===== src/rtl/sdram_types.sv =====
// Shared SDRAM type definitions.
// Holds the command enum and the FIFO command word that the IO engine drains.
// Also holds the default address widths and the packed request address layout.
package sdram_types;

  localparam int SDRAM_ROW_W = 13;
  localparam int SDRAM_COL_W = 9;

  typedef enum logic [2:0] {
    NOP   = 3'd0,
    PALL  = 3'd1,
    REF   = 3'd2,
    MRS   = 3'd3,
    ACT   = 3'd4,
    PRE   = 3'd5,
    READ  = 3'd6,
    WRITE = 3'd7
  } cmd_t;

  typedef struct packed {
    logic [SDRAM_COL_W-1:0] column;
    logic [15:0]            data;
  } cmd_payload_t;

  // Command FIFO word: {cmd, ba, d.column, d.data}
  typedef struct packed {
    cmd_t         cmd;
    logic [1:0]   ba;
    cmd_payload_t d;
  } data_t;

  // Request address layout: {row, bank, column}
  typedef struct packed {
    logic [SDRAM_ROW_W-1:0] row;
    logic [1:0]             ba;
    logic [SDRAM_COL_W-1:0] column;
  } sdram_addr_t;

endpackage


===== src/rtl/sdram_cmd_gen_if.sv =====
// Request and command-FIFO bus of the SDRAM command generator.
//   req_valid/req_ready/req_we/req_addr/req_data/req_id : single-word request channel
//   fifo_full/fifo_wrreq/fifo_in                         : producer side of the command FIFO
// The slave modport is the command generator's view; master is the client/FIFO side.
interface sdram_cmd_gen_if #(
  parameter int ROW_W = sdram_types::SDRAM_ROW_W,
  parameter int COL_W = sdram_types::SDRAM_COL_W
);
  logic                     req_valid;
  logic                     req_ready;
  logic                     req_we;
  logic [ROW_W+2+COL_W-1:0] req_addr;
  logic [15:0]              req_data;
  logic [1:0]               req_id;
  logic                     fifo_full;
  logic                     fifo_wrreq;
  sdram_types::data_t       fifo_in;

  modport slave (
    input  req_valid, req_we, req_addr, req_data, req_id, fifo_full,
    output req_ready, fifo_wrreq, fifo_in
  );

  modport master (
    output req_valid, req_we, req_addr, req_data, req_id, fifo_full,
    input  req_ready, fifo_wrreq, fifo_in
  );
endinterface


===== src/rtl/sdram_bank_tracker.sv =====
// Open-row tracker for the four SDRAM banks.
//   clk, srst          : clock, synchronous active-high reset
//   bank, row          : bank/row of the current request
//   open_stb           : mark bank open with row (ACT issued)
//   close_stb          : mark bank closed (PRE issued)
//   close_all          : close every bank (PALL issued)
//   hit, miss, closed  : status of the requested bank (combinational)
//   any_open           : at least one bank is open
module sdram_bank_tracker #(
  parameter int ROW_W = 13
) (
  input  logic             clk,
  input  logic             srst,
  input  logic [1:0]       bank,
  input  logic [ROW_W-1:0] row,
  input  logic             open_stb,
  input  logic             close_stb,
  input  logic             close_all,
  output logic             hit,
  output logic             miss,
  output logic             closed,
  output logic             any_open
);

  logic [3:0] open_vec;
  logic [3:0] row_eq;

  for (genvar gi = 0; gi < 4; gi++) begin : g_bank
    logic             open_reg;
    logic [ROW_W-1:0] row_reg;
    logic             sel;

    assign sel = (bank == 2'(gi));

    always_ff @(posedge clk) begin
      if (srst) begin
        open_reg <= 1'b0;
        row_reg  <= '0;
      end else begin
        if (close_all) begin
          open_reg <= 1'b0;
        end else if (open_stb && sel) begin
          open_reg <= 1'b1;
        end else if (close_stb && sel) begin
          open_reg <= 1'b0;
        end
        if (open_stb && sel) begin
          row_reg <= row;
        end
      end
    end

    assign open_vec[gi] = open_reg;
    assign row_eq[gi]   = (row_reg == row);
  end

  assign hit      = open_vec[bank] & row_eq[bank];
  assign miss     = open_vec[bank] & ~row_eq[bank];
  assign closed   = ~open_vec[bank];
  assign any_open = |open_vec;

endmodule


===== src/rtl/sdram_cmd_gen.sv =====
// SDRAM command generator: producer side of the command FIFO.
// Runs the power-up PALL/REF/MRS sequence, periodic auto-refresh and turns
// single-word read/write requests into PRE/ACT/READ/WRITE words, tracking the
// open row per bank. Timing (tRCD/tRP/tRC) is enforced downstream.
//   clkSDRAM  : controller clock
//   reset     : synchronous active-high reset
//   icnt_ovf  : one-cycle pulse from the init/refresh counter
//   init_done : initialisation sequence complete
//   bus       : request channel + command FIFO write port (slave modport)
module sdram_cmd_gen
  import sdram_types::*;
#(
  parameter int ROW_W     = SDRAM_ROW_W,
  parameter int COL_W     = SDRAM_COL_W,
  parameter int INIT_REFS = 8
) (
  input  logic            clkSDRAM,
  input  logic            reset,
  input  logic            icnt_ovf,
  output logic            init_done,
  sdram_cmd_gen_if.slave  bus
);

  localparam logic [3:0] ST_WAIT_INIT = 4'd0;
  localparam logic [3:0] ST_INIT_PALL = 4'd1;
  localparam logic [3:0] ST_INIT_REF  = 4'd2;
  localparam logic [3:0] ST_INIT_MRS  = 4'd3;
  localparam logic [3:0] ST_IDLE      = 4'd4;
  localparam logic [3:0] ST_PRE       = 4'd5;
  localparam logic [3:0] ST_ACT       = 4'd6;
  localparam logic [3:0] ST_RW        = 4'd7;
  localparam logic [3:0] ST_REF_PALL  = 4'd8;
  localparam logic [3:0] ST_REF_REF   = 4'd9;

  logic [3:0] state_reg, state_next;
  logic [3:0] ref_cnt_reg, ref_cnt_next;
  logic       refresh_pending_reg, refresh_pending_next;
  logic       init_done_reg, init_done_next;

  logic             cmd_state;
  logic             wr;
  data_t            fifo_word;
  logic [1:0]       req_bank;
  logic [ROW_W-1:0] req_row;
  logic [COL_W-1:0] req_col;
  logic             bank_hit, bank_miss, bank_closed, any_open;

  assign req_col  = bus.req_addr[COL_W-1:0];
  assign req_bank = bus.req_addr[COL_W +: 2];
  assign req_row  = bus.req_addr[COL_W+2 +: ROW_W];

  // Every state except WAIT_INIT and IDLE emits exactly one FIFO word.
  assign cmd_state = (state_reg != ST_WAIT_INIT) && (state_reg != ST_IDLE);
  // Gated by reset so no word escapes in the cycle reset is asserted.
  assign wr        = cmd_state & ~bus.fifo_full & ~reset;

  assign bus.fifo_wrreq = wr;
  assign bus.req_ready  = wr && (state_reg == ST_RW);
  assign bus.fifo_in    = fifo_word;
  assign init_done      = init_done_reg;

  sdram_bank_tracker #(.ROW_W(ROW_W)) tracker (
    .clk       (clkSDRAM),
    .srst      (reset),
    .bank      (req_bank),
    .row       (req_row),
    .open_stb  (wr && (state_reg == ST_ACT)),
    .close_stb (wr && (state_reg == ST_PRE)),
    .close_all (wr && (state_reg == ST_REF_PALL)),
    .hit       (bank_hit),
    .miss      (bank_miss),
    .closed    (bank_closed),
    .any_open  (any_open)
  );

  // Word decode; request fields are held stable by the client until accepted.
  always_comb begin
    fifo_word = '0;
    case (state_reg)
      ST_INIT_PALL, ST_REF_PALL: fifo_word.cmd = PALL;
      ST_INIT_REF, ST_REF_REF:   fifo_word.cmd = REF;
      ST_INIT_MRS:               fifo_word.cmd = MRS;
      ST_ACT: begin
        fifo_word.cmd    = ACT;
        fifo_word.ba     = req_bank;
        fifo_word.d.data = 16'(req_row);
      end
      ST_PRE: begin
        fifo_word.cmd = PRE;
        fifo_word.ba  = req_bank;
      end
      ST_RW: begin
        fifo_word.cmd      = bus.req_we ? WRITE : READ;
        fifo_word.ba       = req_bank;
        fifo_word.d.column = SDRAM_COL_W'(req_col);
        fifo_word.d.data   = bus.req_we ? bus.req_data : {14'b0, bus.req_id};
      end
      default: fifo_word = '0;
    endcase
  end

  always_comb begin
    state_next   = state_reg;
    ref_cnt_next = ref_cnt_reg;
    case (state_reg)
      ST_WAIT_INIT: if (icnt_ovf) state_next = ST_INIT_PALL;
      ST_INIT_PALL: if (wr) begin
        state_next   = ST_INIT_REF;
        ref_cnt_next = 4'd0;
      end
      ST_INIT_REF: if (wr) begin
        if (ref_cnt_reg == 4'(INIT_REFS - 1)) state_next = ST_INIT_MRS;
        else ref_cnt_next = ref_cnt_reg + 4'd1;
      end
      ST_INIT_MRS: if (wr) state_next = ST_IDLE;
      ST_IDLE: begin
        // A pending refresh always wins over a waiting request.
        if (refresh_pending_reg) state_next = any_open ? ST_REF_PALL : ST_REF_REF;
        else if (bus.req_valid) begin
          if (bank_hit)         state_next = ST_RW;
          else if (bank_miss)   state_next = ST_PRE;
          else if (bank_closed) state_next = ST_ACT;
        end
      end
      ST_PRE:      if (wr) state_next = ST_ACT;
      ST_ACT:      if (wr) state_next = ST_RW;
      ST_RW:       if (wr) state_next = ST_IDLE;
      ST_REF_PALL: if (wr) state_next = ST_REF_REF;
      ST_REF_REF:  if (wr) state_next = ST_IDLE;
      default:     state_next = ST_WAIT_INIT;
    endcase
  end

  // Single pending bit: a pulse while already pending (including the REF
  // write cycle itself) is dropped. Pulses before init_done are ignored.
  always_comb begin
    refresh_pending_next = refresh_pending_reg | (init_done_reg & icnt_ovf);
    if (wr && (state_reg == ST_REF_REF)) refresh_pending_next = 1'b0;
    init_done_next = init_done_reg | (wr && (state_reg == ST_INIT_MRS));
  end

  always_ff @(posedge clkSDRAM) begin
    if (reset) begin
      state_reg           <= ST_WAIT_INIT;
      ref_cnt_reg         <= 4'd0;
      refresh_pending_reg <= 1'b0;
      init_done_reg       <= 1'b0;
    end else begin
      state_reg           <= state_next;
      ref_cnt_reg         <= ref_cnt_next;
      refresh_pending_reg <= refresh_pending_next;
      init_done_reg       <= init_done_next;
    end
  end

endmodule


===== src/flat_wrapper.sv =====
// flat-port wrapper written by rule: the top's interface ports become plain ports
module sdram_cmd_gen_flat import sdram_types::*;
#(
  parameter int ROW_W     = SDRAM_ROW_W,
  parameter int COL_W     = SDRAM_COL_W,
  parameter int INIT_REFS = 8
)
  (clkSDRAM, reset, icnt_ovf, init_done, bus_req_valid, bus_req_we, bus_req_addr, bus_req_data, bus_req_id, bus_fifo_full, bus_req_ready, bus_fifo_wrreq, bus_fifo_in);
  sdram_cmd_gen_if #(.ROW_W(ROW_W), .COL_W(COL_W)) bus_i ();
  input  logic clkSDRAM;
  input  logic reset;
  input  logic icnt_ovf;
  output logic init_done;
  input wire logic [$bits(bus_i.req_valid)-1:0] bus_req_valid;
  input wire logic [$bits(bus_i.req_we)-1:0] bus_req_we;
  input wire logic [$bits(bus_i.req_addr)-1:0] bus_req_addr;
  input wire logic [$bits(bus_i.req_data)-1:0] bus_req_data;
  input wire logic [$bits(bus_i.req_id)-1:0] bus_req_id;
  input wire logic [$bits(bus_i.fifo_full)-1:0] bus_fifo_full;
  output wire logic [$bits(bus_i.req_ready)-1:0] bus_req_ready;
  output wire logic [$bits(bus_i.fifo_wrreq)-1:0] bus_fifo_wrreq;
  output wire logic [$bits(bus_i.fifo_in)-1:0] bus_fifo_in;
  assign bus_i.req_valid = bus_req_valid;
  assign bus_i.req_we = bus_req_we;
  assign bus_i.req_addr = bus_req_addr;
  assign bus_i.req_data = bus_req_data;
  assign bus_i.req_id = bus_req_id;
  assign bus_i.fifo_full = bus_fifo_full;
  assign bus_req_ready = bus_i.req_ready;
  assign bus_fifo_wrreq = bus_i.fifo_wrreq;
  assign bus_fifo_in = bus_i.fifo_in;
  sdram_cmd_gen #(.ROW_W(ROW_W), .COL_W(COL_W), .INIT_REFS(INIT_REFS)) u_core (.clkSDRAM(clkSDRAM), .reset(reset), .icnt_ovf(icnt_ovf), .init_done(init_done), .bus(bus_i));
endmodule

===== config.mk =====
export PLATFORM = sky130hd
export DESIGN_NAME = sdram_cmd_gen_flat
export DESIGN_NICKNAME = d
export VERILOG_FILES = /design/src/rtl/sdram_types.sv /design/src/rtl/sdram_cmd_gen_if.sv /design/src/rtl/sdram_bank_tracker.sv /design/src/rtl/sdram_cmd_gen.sv /design/src/flat_wrapper.sv
export SDC_FILE = /design/constraint.sdc
export NUM_CORES = 1
export LEC_CHECK = 0
export CAP_MARGIN = 10
export CORE_UTILIZATION = 51
export DETAILED_ROUTE_END_ITERATION = 12
export PLACE_DENSITY = 0.8
export SYNTH_ARGS = -nofsm -noshare
export SYNTH_HDL_FRONTEND = slang
export SYNTH_SLANG_ARGS = --single-unit

===== constraint.sdc =====
create_clock -name clkSDRAM -period 2.6 [get_ports clkSDRAM]
set_input_delay 0.39 -clock clkSDRAM [delete_from_list [all_inputs] [get_ports clkSDRAM]]
set_output_delay 0.39 -clock clkSDRAM [all_outputs]
set_load 0.05 [all_outputs]

==> results.md <==
- Status: finished clean
- Worst slew margin: 54.17%
- # Max-Cap Violations: 0
- I/O pin count: 81
- Synth warn: 0
- Crit path largest cell delay: 0.52 ns
- RSZ-0062 raised after global routing: no
- CP Max Fanout: 14
- Post-DR wirelength/cell: 16.74 um
- Final min period: 2.482 ns
- Syn nets: 494
- CTS H-tree depth: 3
- Initial antenna violation count: 0
- Pleak: 2.143 nW
- Port Buffers: 80
- CTS root buffer: clkbuf_8
- Compound-Gate Fraction of Synth Area: 11.50%
- DRT Pass-1 Iters: 5
- Final Max Tran Viols: 0
- Mux cell area share after synthesis: 11.73%
- CTS Buffer Depth: 2
- Clk pin slew, worst setup/hold paths: 0.07 ns
- Initial DRC count: 220
- Reg2Reg Launch Point: u_core.state_reg[0]
- Total negative setup slack: 0 ns
- Post-Synth Adder-Cell Area: 0.3304%
- FP Rows: 31
- Max FFs per register: 52
- Antenna diodes: 0
- Syn Area/Cell: 8.511 um^2
- Via Count: 3549
- Top FF cell, synth: dfxtp_1
- Die X: 88.18 um
- Peak VDD IR: 0.4017 mV
- Number of global-route vias before repair: 3416
- Pwr dens: 562.0 mW/mm^2
- Hold-fix buffers at CTS: 0
- Post-Syn Area: 0.003787 mm^2
- Number of CTS-inserted buffers: 9
- Area Overhead vs Synth: 37.86%
- Element type at the critical path start: register
- Post-route ant nets: 0
- Fin nets: 570
- DP HPWL: 7432 um
- Netlist cell types: 56
- Post-route DRC violation count: 0
- Async SR Flop Fraction: 0%
- Post-CTS Setup Inserts: 0
- Crit path max-delay family: simple AND/OR/NAND/NOR gates
- Starting Density: 52.50%
- Worst path cell trace: nor2b_1 -> nand2_2 -> nor2_1 -> and3_1 -> buf_12
- Via density: 5.678
- Fillers: 557
- Critical path data arrival time: 2.09 ns
- Total GRT Usage: 28.21%
- Least-Margin Pin Slew: 0.6874 ns
- Tcrit/Tclk final: 95.45%
- Fmax: 402.9 MHz
- Pin count of the biggest net entering global routing: 65
- CORE AREA: 0.007214 mm^2
- Worst EP required: 2.21 ns
- Fraction of the yosys area taken by sequential cells: 34.89%
- CTS tree: done
- Clock sink count: 66
- Seq cells post-synth: 66
- Worst path slowest cell: dfxtp_1
- Util after Layout: 72.37%
- WS Path Type: register to primary output
- Largest family of logic cells by synthesized area: simple AND/OR/NAND/NOR gates
- Die Ht: 88.18 um
- Final setup fails: 0
- GRT overflow: 0
- Share of the synthesized area in the top cell type: 34.89%
- Area contributors post-synth: dfxtp_1, mux2i_1, nor2_1
- Worst setup path start: u_core.state_reg[1]
- GP Congestion: 0.8339
- Number of synthesized flops with an enable pin: 0
- Yosys top cell by area: dfxtp_1
- Later-pin clock latency in the skew report: 0.35 ns
- Worst Skew: 0.01014 ns
- Cells after synthesis: 445
- Post-Synth Simple-Gate Area: 23.49%
- Worst hold start: u_core.tracker.g_bank[0].row_reg[5]
- CP Buf/Inv Count: 1
- Die area: 0.007775 mm^2
- Fraction of layout cells with a size suffix above 1: 17.68%
- First-pass GRT wire length: 16580 um
- Final WL: 10460 um
- Worst min-delay path category: register to register
- Count of final hold-check violations: 0
- CP Capture Type: primary output
- Synth Area in XOR/XNOR: 12.03%
-- worst paths after layout --
path / end / slack (ns) / cells past startpoint
max: bus_fifo_in[15] / 0.12 / 5
min: u_core.tracker.g_bank[0].row_reg[5] / 0.47 / 2
max reg2reg: u_core.state_reg[1] / 0.39 / 5
min reg2reg: u_core.tracker.g_bank[0].row_reg[5] / 0.47 / 2
-- logic make-up after synthesis --
kind of cell,count (synthesis)
compound gates,63
buf+inv,46
xor+xnor,52
mux,43
fa+ha+maj,1
flops,66
simple gates,174
-- synthesized netlist by cell type (all sizes together), types with 5 or more instances --
cell type  count
nor2          67
dfxtp         66
mux2i         41
a21oi         26
xnor2         26
xor2          26
clkbuf        24
nand2         22
buf           18
nand3         17
and3          15
a22oi         11
nand4          8
nor4           8
nor2b          7
o21ai          7
and2           5
-- routing by layer --
metal  wire [um]  part of all wire (%)  GRT usage, %  vias up
li1            -                     -             -     1691
met1        4236                    40         33.72     1718
met2        5289                    51         48.88      115
met3         579                   5.5         5.278       25
met4         355                   3.4         13.05        0
met5           0                     0             0        -
-- layout by cell type (no fill, tap or decap), drive strengths merged, types with 8 or more instances in the layout --
master / n
nand4: 8
nor2: 67
nand2: 22
clkdlybuf4s50: 47
nor4: 8
a22oi: 11
a21oi: 26
xor2: 26
xnor2: 26
clkbuf: 9
and3: 15
dfxtp: 66
mux2i: 41
buf: 60
nand3: 17
-- worst reg2reg max path: cells and delay by family, from the launching register on --
| kind | cells | cell delay [ns] |
|---|---|---|
| AOI/OAI and AO/OA | 2 | 0.36 |
| DFF | 1 | 0.72 |
| and+or+nand+nor | 3 | 1.05 |
-- report_power, final --
part / internal, mW / switching [mW] / leakage (nW)
Combinational: 0.408 / 0.480 / 1.51
Sequential: 1.03 / 0.0652 / 0.532
Clock: 0.537 / 0.415 / 0.105
-- repair_timing --
item,CTS,global route
pin swaps,0,0
endpoints found under the setup margin,1,5
endpoints found under the hold margin,0,0
resized for setup,1,2
-- layout make-up --
cell class,instances,area (um^2),area share [%]
clock inverter,7,93.84,1.797
timing repair buffer,107,1294,24.78
clock buffer,9,123.9,2.372
multi-input combinational,333,2250,43.09
inverter,4,15.01,0.2876
sequential,66,1321,25.31
tap,99,123.9,2.372
-- through the flow --
| step | power, mW | cells | setup WS (ns) | instance area (um^2) | hold WS [ns] |
|---|---|---|---|---|---|
| after detailed placement | 1.990 | 609 | 0.2626 | 4991 | 0.4617 |
| after CTS | 2.933 | 625 | 0.008943 | 5214 | 0.4716 |
| final | 2.935 | 625 | 0.1183 | 5221 | 0.4698 |
| after global placement | 1.968 | 609 | 0.2763 | 4991 | 0.4535 |
| after floorplan | 1.719 | 445 | 0.1928 | 3787 | 0.4478 |
| after global routing | 3.052 | 625 | 0.03098 | 5221 | 0.4954 |
No activity file was read; power rests on OpenSTA's default activity.
